<file path="src/rtl/surf_cmd_receiver.sv">
// surf_cmd_receiver
// SURF-side decoder for the serial digitize command line from the TURF event
// generator. Each 37-bit frame carries a 2-bit buffer number and a 32-bit
// event ID. Frames are checked for odd parity and a low stop bit, and good
// frames are handed to readout logic through a valid/ack handshake.
//
// Frame on the synchronized line, one bit per clk33_i cycle:
//   start(1) | buf[1:0] MSB first | id[31:0] MSB first | P | stop(0)
//   XOR of buf, id and P must be 1.
//
// Parameters:
//   IDLE_MIN    - consecutive low cycles needed to leave RESYNC
//   SYNC_STAGES - input synchronizer depth (>= 2)
//
// Optional feature macro: CMD_RX_ERRCNT_EN
//   defined   - err_count_o counts err_o and overflow_o pulses, saturating
//   undefined - err_count_o is tied to 0
//
// Ports:
//   clk33_i      in   command clock
//   rst_n_i      in   asynchronous active-low reset
//   cmd_i        in   serial command line, idles low
//   evt_ack_i    in   consumer accepts the pending event
//   evt_valid_o  out  decoded event pending
//   evt_buffer_o out  buffer number of pending event
//   evt_id_o     out  event ID of pending event
//   overflow_o   out  pulse: good frame dropped, event still pending
//   err_o        out  pulse: parity or framing error
//   err_count_o  out  saturating error count
//
// state  | meaning
// IDLE   | waiting for a start bit
// SHIFT  | collecting buf and id bits (34 cycles)
// PARITY | sampling the parity bit
// STOP   | sampling the stop bit and judging the frame
// RESYNC | after a framing error, waiting for IDLE_MIN quiet cycles

module surf_cmd_receiver #(
  parameter int IDLE_MIN    = 4,
  parameter int SYNC_STAGES = 2
) (
  input  logic        clk33_i,
  input  logic        rst_n_i,
  input  logic        cmd_i,
  input  logic        evt_ack_i,
  output logic        evt_valid_o,
  output logic [1:0]  evt_buffer_o,
  output logic [31:0] evt_id_o,
  output logic        overflow_o,
  output logic        err_o,
  output logic [15:0] err_count_o
);

  localparam int RW = (IDLE_MIN < 2) ? 1 : $clog2(IDLE_MIN);
  localparam logic [RW-1:0] IDLE_LAST = RW'(IDLE_MIN - 1);

  typedef enum logic [2:0] {
    S_IDLE   = 3'd0,
    S_SHIFT  = 3'd1,
    S_PARITY = 3'd2,
    S_STOP   = 3'd3,
    S_RESYNC = 3'd4
  } state_t;

  state_t              r_state;
  logic [SYNC_STAGES-1:0] r_sync;
  logic [33:0]         r_shift;
  logic [5:0]          r_bit_cnt;
  logic                r_par;
  logic [RW-1:0]       r_idle_cnt;
  logic                w_cmd_s;

  always_ff @(posedge clk33_i or negedge rst_n_i) begin
    if (!rst_n_i) begin
      r_sync <= '0;
    end else begin
      r_sync <= {r_sync[SYNC_STAGES-2:0], cmd_i};
    end
  end

  assign w_cmd_s = r_sync[SYNC_STAGES-1];

  always_ff @(posedge clk33_i or negedge rst_n_i) begin
    if (!rst_n_i) begin
      r_state      <= S_IDLE;
      r_shift      <= '0;
      r_bit_cnt    <= '0;
      r_par        <= 1'b0;
      r_idle_cnt   <= '0;
      evt_valid_o  <= 1'b0;
      evt_buffer_o <= '0;
      evt_id_o     <= '0;
      overflow_o   <= 1'b0;
      err_o        <= 1'b0;
    end else begin
      err_o      <= 1'b0;
      overflow_o <= 1'b0;

      // An ack clears the pending event; a good frame judged in the same
      // cycle overrides this below so the consumer sees no gap.
      if (evt_valid_o && evt_ack_i) begin
        evt_valid_o <= 1'b0;
      end

      case (r_state)
        S_IDLE: begin
          if (w_cmd_s) begin
            r_state   <= S_SHIFT;
            r_bit_cnt <= '0;
            r_par     <= 1'b0;
          end
        end

        S_SHIFT: begin
          r_shift   <= {r_shift[32:0], w_cmd_s};
          r_par     <= r_par ^ w_cmd_s;
          r_bit_cnt <= r_bit_cnt + 6'd1;
          if (r_bit_cnt == 6'd33) begin
            r_state <= S_PARITY;
          end
        end

        S_PARITY: begin
          r_par   <= r_par ^ w_cmd_s;
          r_state <= S_STOP;
        end

        S_STOP: begin
          if (w_cmd_s) begin
            // Framing error takes precedence; a bad parity on the same
            // frame still produces just this one pulse.
            err_o      <= 1'b1;
            r_idle_cnt <= '0;
            r_state    <= S_RESYNC;
          end else if (!r_par) begin
            err_o   <= 1'b1;
            r_state <= S_IDLE;
          end else begin
            r_state <= S_IDLE;
            if (!evt_valid_o || evt_ack_i) begin
              evt_valid_o  <= 1'b1;
              evt_buffer_o <= r_shift[33:32];
              evt_id_o     <= r_shift[31:0];
            end else begin
              overflow_o <= 1'b1;
            end
          end
        end

        S_RESYNC: begin
          if (w_cmd_s) begin
            r_idle_cnt <= '0;
          end else if (r_idle_cnt == IDLE_LAST) begin
            r_state <= S_IDLE;
          end else begin
            r_idle_cnt <= r_idle_cnt + RW'(1);
          end
        end

        default: r_state <= S_IDLE;
      endcase
    end
  end

`ifdef CMD_RX_ERRCNT_EN
  logic [15:0] r_err_cnt;

  // Counts the registered pulses, so the count lags err_o/overflow_o by
  // one cycle. The two pulses never coincide.
  always_ff @(posedge clk33_i or negedge rst_n_i) begin
    if (!rst_n_i) begin
      r_err_cnt <= '0;
    end else if ((err_o || overflow_o) && (r_err_cnt != 16'hFFFF)) begin
      r_err_cnt <= r_err_cnt + 16'd1;
    end
  end

  assign err_count_o = r_err_cnt;
`else
  assign err_count_o = 16'd0;
`endif

endmodule

</file>
<file path="config.mk">
export PLATFORM = sky130hd
export DESIGN_NAME = surf_cmd_receiver
export DESIGN_NICKNAME = d
export VERILOG_FILES = /design/src/rtl/surf_cmd_receiver.sv
export SDC_FILE = /design/constraint.sdc
export NUM_CORES = 1
export LEC_CHECK = 0
export ABC_AREA = 0
export CAP_MARGIN = 40
export CORE_MARGIN = 5
export CORE_UTILIZATION = 40
export DETAILED_ROUTE_END_ITERATION = 8
export GPL_TIMING_DRIVEN = 1
export SETUP_SLACK_MARGIN = 0.5
export SLEW_MARGIN = 0
export SYNTH_ARGS = -nofsm -noshare
export SYNTH_HDL_FRONTEND = slang
export SYNTH_SLANG_ARGS = --single-unit
</file>
<file path="constraint.sdc">
create_clock -name clk33_i -period 1.9 [get_ports clk33_i]
set_clock_uncertainty 0.05 [all_clocks]
set_input_delay 0.285 -clock clk33_i [delete_from_list [all_inputs] [get_ports clk33_i]]
set_output_delay 0.285 -clock clk33_i [all_outputs]
set_load 0.05 [all_outputs]
</file>
Yosys cells after proc, flatten, opt, wreduce, memory -nomap -nowiden --
Cells that the tools add are included.
Word-level totals: bits in registers 85, word-level logic and storage cells 66, input port bits 4, memory bits (writable) 0, memories kept 0, ROM bits 0, latch bits 0
Operators by class: shift operators 0, divide/modulo/power cells 0, $mul 0, add/subtract/negate cells 2, reductions and logical operators 13, order comparisons 0, bitwise operators 2, eq/ne operators 12, mux-type cells 26
Operators with widths (count):
- $mux W3 | 5
- $pmux W3 S5 | 1
- $mux W1 | 13
- $pmux W6 S2 | 1
- $ne A2 B2 Y1 const B | 5
- $reduce_and A4 Y1 | 2
- $add A6 B1 Y6 const B | 1
- $eq A3 B2 Y1 const B | 2
- $eq A6 B6 Y1 const B | 1
- $mux W2 | 3
- $mux W6 | 1
- $reduce_bool A2 Y1 | 3
- $pmux W2 S2 | 1
- $reduce_and A2 Y1 | 2
- $eq A3 B1 Y1 const B | 1
- $eq A3 B3 Y1 const B | 1
- $logic_not A3 Y1 | 1
- $ne A3 B3 Y1 const B | 1
- $reduce_and A3 Y1 | 1
- $add A2 B1 Y2 const B | 1
- $eq A2 B2 Y1 const B | 1
- $pmux W1 S2 | 1
- $reduce_or A2 Y1 | 1
- $logic_and A1 B1 Y1 | 1
- other kinds (4) | 4

Depth between registers and ports, before layout --
Gate-level depths: netlist of the first run.
depth after elaboration 6, mapped depth 6, mapped depth without buffers 5

Worst setup path before layout of the first run --
No wires, ideal clock.
path kind flip-flop to flip-flop, from reg evt_valid_o, to reg evt_buffer_o[0], data arrival time 1444 ps, slack 281 ps, clock period less this slack 1619 ps, stages on the path, launching flop included 5, path buffers 1, required time 1725 ps, cells stage by stage dfrtp_1 > nand2b_1 > nand3_4 > buf_6 > mux2_4
Between the ends: longest elaborated chain between the ends 3
Ends and longest elaborated chain:
- start, declared | RTL line 46 | output logic evt_valid_o,
- start signal, assigned | RTL line 90 | evt_valid_o <= 1'b0;
- start signal, assigned | RTL line 102 | evt_valid_o <= 1'b0;
- start signal, assigned | RTL line 141 | evt_valid_o <= 1'b1;
- $logic_not A1 Y1 | RTL line 140 | if (!evt_valid_o || evt_ack_i) begin
- $logic_or A1 B1 Y1 | RTL line 140
- $reduce_and A4 Y1 (no line)
- end signal, assigned | RTL line 142 | evt_buffer_o <= r_shift[33:32];
- end, declared | RTL line 47 | output logic [1:0] evt_buffer_o,
Every way passes these cells. A chain may end at the register's enable or synchronous reset.

Worst setup path in the final report of the first run --
from reg r_state[2], to reg r_bit_cnt[1]
Between the ends: longest elaborated chain between the ends 3, elaborated cells on any way between the ends 6, classes of those cells 2 x eq/ne; 1 x mux; 3 x reduce/logical
Ends and longest elaborated chain:
- start, declared | RTL line 65 | state_t r_state;
- start signal, assigned | RTL line 85 | r_state <= S_IDLE;
- start signal, assigned | RTL line 108 | r_state <= S_SHIFT;
- start signal, assigned | RTL line 119 | r_state <= S_PARITY;
- $eq A3 B1 Y1 / $logic_not A3 Y1 (equally long branches) | RTL line 105 | case (r_state)
- $reduce_bool A2 Y1 (no line) / $ne A2 B2 Y1 (equally long branches)
- $reduce_and A2 Y1 (no line)
- end signal, assigned | RTL line 117 | r_bit_cnt <= r_bit_cnt + 6'd1;
- end, declared | RTL line 68 | logic [5:0] r_bit_cnt;
Several ways; a longest one is shown, not always the timed one.

==> impl_metrics.csv, run 1 <==
group,metric,value,unit
logic_synthesis,synthSimpleGateAreaFrac,0.1602,
sta,rsz0062_at_grt,"yes",
sta,hold_violations,0,
floorplan,core,0.008763,sq mm
place,post_dp_cell_area,0.004134,sq mm
run_status,status,"complete, no violations",
clock_network,ctsHtreeMaxLevel,3,
layout,areaGrowthSynthToFinish,25.35,%
detailed_routing,wire_per_inst,14.72,um
critical_path,critPathSlowestCell,"or4b_4",
floorplan,ioPinCount,57,
sta,clock.fmax,648.1,MHz
logic_synthesis,synthTopCellsByArea,"dfrtp_1, mux2_4, nand2_1",
logic_synthesis,syn_area_per_cell,11.84,sq um
layout,fill_cells,789,
layout,drive_gt1_frac,0.4197,
grt,grt_max_degree,36,
logic_synthesis,ys_seq_elements,85,
clock_network,clkLatencyLatePin,0.35,ns
logic_synthesis,ys_warn_count,0,
logic_synthesis,synth_compound_area_frac,0.02866,
clock_network,cts_tree,"yes",
floorplan,die_h,105.2,um
clock_network,clock_path_buffers,2,
floorplan,num_rows,34,
critical_path,cp.required,2.08,ns
pwr,total_power,5.947,mW
layout,diodes,0,
critical_path,path_cells,"buf_6 > or4b_4 > and2_4 > o2bb2ai_2",
floorplan,die_w,105.2,um
logic_synthesis,synth_xor_area_frac,0,
logic_synthesis,syn-cell-area,0.003623,sq mm
grt,grt_pass1_vias,2323,
place,gp_congestion,0.7211,
critical_path,end_kind,"register",
sta,finalCriticalPeriod,1.543,ns
detailed_routing,drtAntennaViolNets,0,
job,drv_cap,0,
pwr,p_leak,2.528,nW
critical_path,rrSetupSlack,0.36,ns
logic_synthesis,synthAdderAreaFrac,0.01381,
detailed_routing,drt_iter0_markers,94,
clock_network,clk_root_buffer_cell,"clkbuf_8",
place,dp_hpwl,4360,um
layout,regArea,0.002131,sq mm
sta,setup_tns,0,ns
critical_path,arrival,1.73,ns
detailed_routing,drc,0,
layout,nets,389,
hold_path,hp-class,"register to register",
clock_network,path_clk_slew,0.08,ns
layout,utilization,0.5183,
grt,grt_use_total,0.1269,
critical_path,cp-start-kind,"register",
floorplan,die_area,0.01106,sq mm
grt,gr-total-overflow,0,
grt,antenna_found_initial,0,
clock_network,cts_sinks,85,
logic_synthesis,synth_mux_area_frac,0.1450,
sta,slew_violations,0,
logic_synthesis,synth_top_family_by_area,"simple AND/OR/NAND/NOR gates",
grt,grt_pass1_wl,11450,um
critical_path,crit_type,"register to register",
pwr,ir_worst_vdd,0.0003964,V
logic_synthesis,synth_top_area_share,0.5870,
detailed_routing,via_count,2347,
logic_synthesis,ys_types,37,
place,port_buffers,40,
logic_synthesis,synth_sequential_area_ratio,0.5870,
floorplan,start_util,0.4135,
layout,multiInputGateArea,0.001448,sq mm
critical_path,crit_fanout,4,
logic_synthesis,syn-instance-count,306,
sta,timing.final.crit_share,0.8121,
logic_synthesis,synth_top_area_cell,"dfrtp_1",
layout,final_area,0.004542,sq mm
detailed_routing,first_pass_iters,4,
pwr,p_per_area,1309,mW/mm^2
sta,setup_viol,0,
clock_network,cts_buffers,9,
sta,holdWs,0.3014,ns
detailed_routing,wl,7272,um
critical_path,critPathMaxStageDelay,0.51,ns
detailed_routing,via_per_inst,4.751,
-- path summary, 6_finish.rpt --
check,from,endpoint,cells after the start
min,r_sync[0],r_sync[1],0
max in group asynchronous,rst_n_i,evt_valid_o,3
max,r_state[2],r_bit_cnt[1],4
min reg2reg,r_sync[0],r_sync[1],0
max reg2reg,r_state[2],r_bit_cnt[1],4
min in group asynchronous,rst_n_i,evt_id_o[7],2
-- worst max-delay path, delay by kind of cell (launching register included) --
kind	cells	cell delay [ns]
AND/OR/NAND/NOR	2	0.70
buffers and inverters	1	0.14
flip-flops	1	0.42
AO/OA/AOI/OAI	1	0.12
-- state kept, by name, indices dropped and copies added (netlist names) --
register	cells
err_o	1
evt_buffer_o	2
r_par	1
r_bit_cnt	6
evt_id_o	32
r_shift	34
r_idle_cnt	2
r_sync	2
overflow_o	1
evt_valid_o	1
r_state	3
-- cell usage in the layout, fill, tap and decap left out, drive strengths merged, types with 4 or more instances in the layout --
| cell type | netlist | final |
|---|---|---|
| inv | 5 | 6 |
| nand2 | 106 | 106 |
| dfrtp | 85 | 85 |
| buf | 27 | 74 |
| mux2 | 34 | 34 |
| clkbuf | 3 | 14 |
| conb | 1 | 16 |
| nand3 | 4 | 4 |
| ha | 4 | 4 |
-- timing repair --
| action | CTS | global route |
|---|---|---|
| gates cloned | 0 | 3 |
| resized for setup | 185 | 35 |
| buffers inserted | 16 | 6 |
| setup endpoints to repair | 113 | 78 |
| hold endpoints to repair | 32 | 0 |
| hold buffers | 1 | 0 |
| pin swaps | 4 | 28 |
-- synth_stat cells --
cell type / n
nand4_1: 2
nor4b_1: 1
and3_1: 1
buf_4: 17
nand3_4: 1
nor3b_2: 1
o311a_1: 1
conb_1: 1
nand3_1: 3
or3b_1: 1
and2_4: 1
mux2i_1: 3
nor2b_1: 1
inv_1: 5
nor3b_1: 2
o2bb2ai_1: 3
nor4b_2: 1
clkbuf_1: 3
a22o_1: 1
mux2_2: 4
a311oi_1: 1
o22ai_1: 2
and3b_2: 1
o21ai_0: 3
a21o_1: 1
a21oi_1: 1
nand2_1: 106
nand2b_1: 1
nor2_1: 3
buf_6: 4
buf_2: 6
nor3_1: 3
ha_1: 4
a32o_1: 1
mux2_4: 30
or4b_4: 1
dfrtp_1: 85
-- metal layers --
metal | track usage | vias up | wire length (um)
met2 | 0.1938 | 52 | 3493
met4 | 0.04932 | 0 | 135
met1 | 0.1708 | 1158 | 3292
met5 | 0 | - | 0
met3 | 0.03699 | 14 | 350
li1 | - | 1123 | -
-- cells by family (layout without fill, tap and decap cells) --
kind of cell               count (synthesis)  after routing
adders and majority gates                  4              4
and+or+nand+nor                          130            130
muxes                                     37             37
other                                      1             16
buffers and inverters                     35            100
AOI/OAI and AO/OA                         14             14
DFF                                       85             85
-- where the power goes --
group	internal [mW]	switching, mW
logic	0.859	1.16
clock network	0.552	0.652
registers	2.30	0.428
-- stage by stage --
step | setup slack (ns) | std cells
final | 0.3570 | 494
after global routing | 0.3198 | 494
after CTS | 0.3616 | 485
after detailed placement | 0.1690 | 452
after global placement | 0.1988 | 452
after floorplan | 0.4294 | 321
-- layout make-up --
cell class                      count  share of cell area
Sequential cell                    85              0.4691
Multi-Input combinational cell    201              0.3187
Timing Repair Buffer               79              0.1372
Clock buffer                       12             0.03416
Tap cell                          108             0.02975
Clock inverter                      4            0.006887
Inverter                            5            0.004132
Note: power is estimated with default switching activity, not from simulation.
==> inputs of run 2 (changes only) <==
==> constraint.sdc (replaced) <==
create_clock -name clk33_i -period 1.5 [get_ports clk33_i]
set_clock_uncertainty 0.05 [all_clocks]
set_input_delay 0.225 -clock clk33_i [delete_from_list [all_inputs] [get_ports clk33_i]]
set_output_delay 0.225 -clock clk33_i [all_outputs]
set_load 0.05 [all_outputs]
==> run 2 against run 1 <==
  * Clock power is 33% higher
  * Global-route usage is 2.1 points higher
  * Fmax grew 2.3%
  * Sequential power up 33%
  * Count of clock-buffer cells in the layout decreased by 1
  * Worst hold slack worse by 0.033 ns
  * Setup slack got worse by 0.36 ns
  * The flow now finishes with violations (negative setup slack)
  * Highest routed layer unchanged
  * Cell area grew 26%
  * Critical path type unchanged
==> impl_metrics.csv, run 2 (same netlist as run 1, synthesis figures left out) <==
group,metric,value,unit
grt,grt_max_degree,30,
place,port_buffers,40,
clock_network,cts_tree,"yes",
critical_path,crit_fanout,6,
run_status,status,"finished with violations",
layout,areaGrowthSynthToFinish,57.91,%
detailed_routing,m1WireLength,3301,um
floorplan,num_rows,34,
place,dp_hpwl,4493,um
clock_network,clk_root_buffer_cell,"clkbuf_8",
floorplan,ioPinCount,57,
place,gp_congestion,0.7187,
critical_path,crit_type,"register to register",
critical_path,worstReg2RegEnd,"r_shift[13]",
critical_path,cp_num_cells,5,
clock_network,clock_path_buffers,2,
sta,setup_slack,-0.007546,ns
critical_path,critPathMaxStageDelay,0.50,ns
detailed_routing,first_pass_iters,4,
layout,reg_top3,"r_shift x34, evt_id_o x32, r_bit_cnt x6",
floorplan,die_area,0.01106,sq mm
job,drv_cap,0,
sta,clock.fmax,663.3,MHz
critical_path,cp_num_buf_inv,2,
pwr,ir_worst_vdd,0.0007415,V
grt,gr-total-overflow,0,
detailed_routing,wl,8062,um
critical_path,crit_start,"r_state[1]",
critical_path,critPathSlowestCell,"or3b_4",
sta,rsz0062_at_grt,"yes",
critical_path,arrival,1.70,ns
pwr,p_per_area,1565,mW/mm^2
critical_path,rrSetupSlack,-0.008,ns
sta,hold_violations,0,
grt,grt_pass1_vias,2675,
detailed_routing,top_layer,"met4",
floorplan,die_w,105.2,um
layout,fill_cells,607,
grt,antenna_found_initial,0,
hold_path,hp-class,"input pin to register",
floorplan,core,0.008763,sq mm
detailed_routing,via_count,2506,
clock_network,clkLatencyLatePin,0.35,ns
layout,largest_register_ff_count,34,
sta,timing.final.crit_share,1.005,
detailed_routing,via_per_inst,4.755,
detailed_routing,drtAntennaViolNets,0,
pwr,p_leak,3.033,nW
sta,slew_violations,0,
pwr,total_power,8.957,mW
detailed_routing,dr_wl_met3,331,um
clock_network,ctsHtreeMaxLevel,3,
clock_network,path_clk_slew,0.08,ns
grt,grt_pass1_wl,13280,um
detailed_routing,drc,0,
sta,finalCriticalPeriod,1.508,ns
critical_path,cp.required,1.70,ns
detailed_routing,drt_iter0_markers,79,
layout,largest_register,"r_shift",
critical_path,end_kind,"register",
layout,layout_common_cells,"dfrtp_1, nand2_1, buf_12",
detailed_routing,dr_wl_met2,4374,um
detailed_routing,wire_per_inst,15.30,um
run_status,violations,"negative setup slack",
grt,grt_use_total,0.1477,
layout,final_common_cell,"dfrtp_1",
place,post_dp_cell_area,0.004616,sq mm
sta,setup_viol,7,
critical_path,path_cells,"or3b_4 > buf_12 > buf_16 > nand2_4 > nand2_2",
critical_path,crit_family,"simple AND/OR/NAND/NOR gates",
critical_path,rr_startpoint,"r_state[1]",
critical_path,cp-start-kind,"register",
clock_network,cts_sinks,85,
layout,nets,423,
layout,final_area,0.005722,sq mm
critical_path,reg2reg_depth,5,
layout,diodes,0,
critical_path,endpoint,"r_shift[13]",
layout,drive_gt1_frac,0.5704,
floorplan,start_util,0.4135,
clock_network,cts_buffers,9,
floorplan,die_h,105.2,um
[run 2: layout make-up]
type | count | area, sq um | share of cell area
clock buffer | 11 | 141.4 | 0.02471
clock inverter | 4 | 48.80 | 0.008528
inverter | 5 | 23.77 | 0.004155
multi-input combinational | 201 | 1674 | 0.2926
sequential | 85 | 2132 | 0.3726
tap | 108 | 135.1 | 0.02362
timing repair buffer | 113 | 1567 | 0.2738
[run 2: what timing repair did]
action,4_1_cts,5_1_grt
pin swaps,19,22
gates cloned,5,0
endpoints found under the setup margin,120,120
setup buffers,33,13
hold endpoints to repair,22,0
resized for setup,61,60
hold buffers,1,0
[run 2: report_power, final]
group	switching, mW	internal, mW	total (mW)
Combinational	1.78	1.95	3.73
Sequential	0.721	2.91	3.63
Clock	0.791	0.805	1.60
Total	3.30	5.66	8.96
[run 2: worst min-delay path by stage]
| stage | from | to | depth (start not counted) | slack, ns |
|---|---|---|---|---|
| 6_report | cmd_i | r_sync[0] | 1 | 0.27 |
| 3_3_place_gp | rst_n_i | evt_id_o[9] | 1 | 0.11 |
| 2_1_floorplan | rst_n_i | err_o | 0 | -0.12 |
| 3_5_place_dp | rst_n_i | evt_id_o[9] | 1 | 0.11 |
| 5_1_grt | cmd_i | r_sync[0] | 1 | 0.27 |
| 4_1_cts | cmd_i | r_sync[0] | 1 | 0.26 |
[run 2: routing by layer]
| metal | GRT usage | vias to the layer above |
|---|---|---|
| li1 | - | 1192 |
| met1 | 0.1833 | 1257 |
| met2 | 0.2469 | 50 |
| met3 | 0.04192 | 7 |
| met4 | 0.05114 | 0 |
| met5 | 0 | - |
[run 2: through the flow]
stage | TNS [ns] | setup WS [ns] | hold WS [ns] | instances | utilization
floorplan | 0 | 0.02975 | -0.1206 | 321 | -
global placement | -2.395 | -0.09817 | 0.1093 | 460 | 0.5267
detailed placement | -2.468 | -0.1033 | 0.1085 | 460 | 0.5267
CTS | 0 | 0.02226 | 0.2556 | 514 | 0.6162
global route | -2.509 | -0.06144 | 0.2693 | 527 | 0.6529
finish | -0.01234 | -0.007546 | 0.2689 | 527 | 0.6529
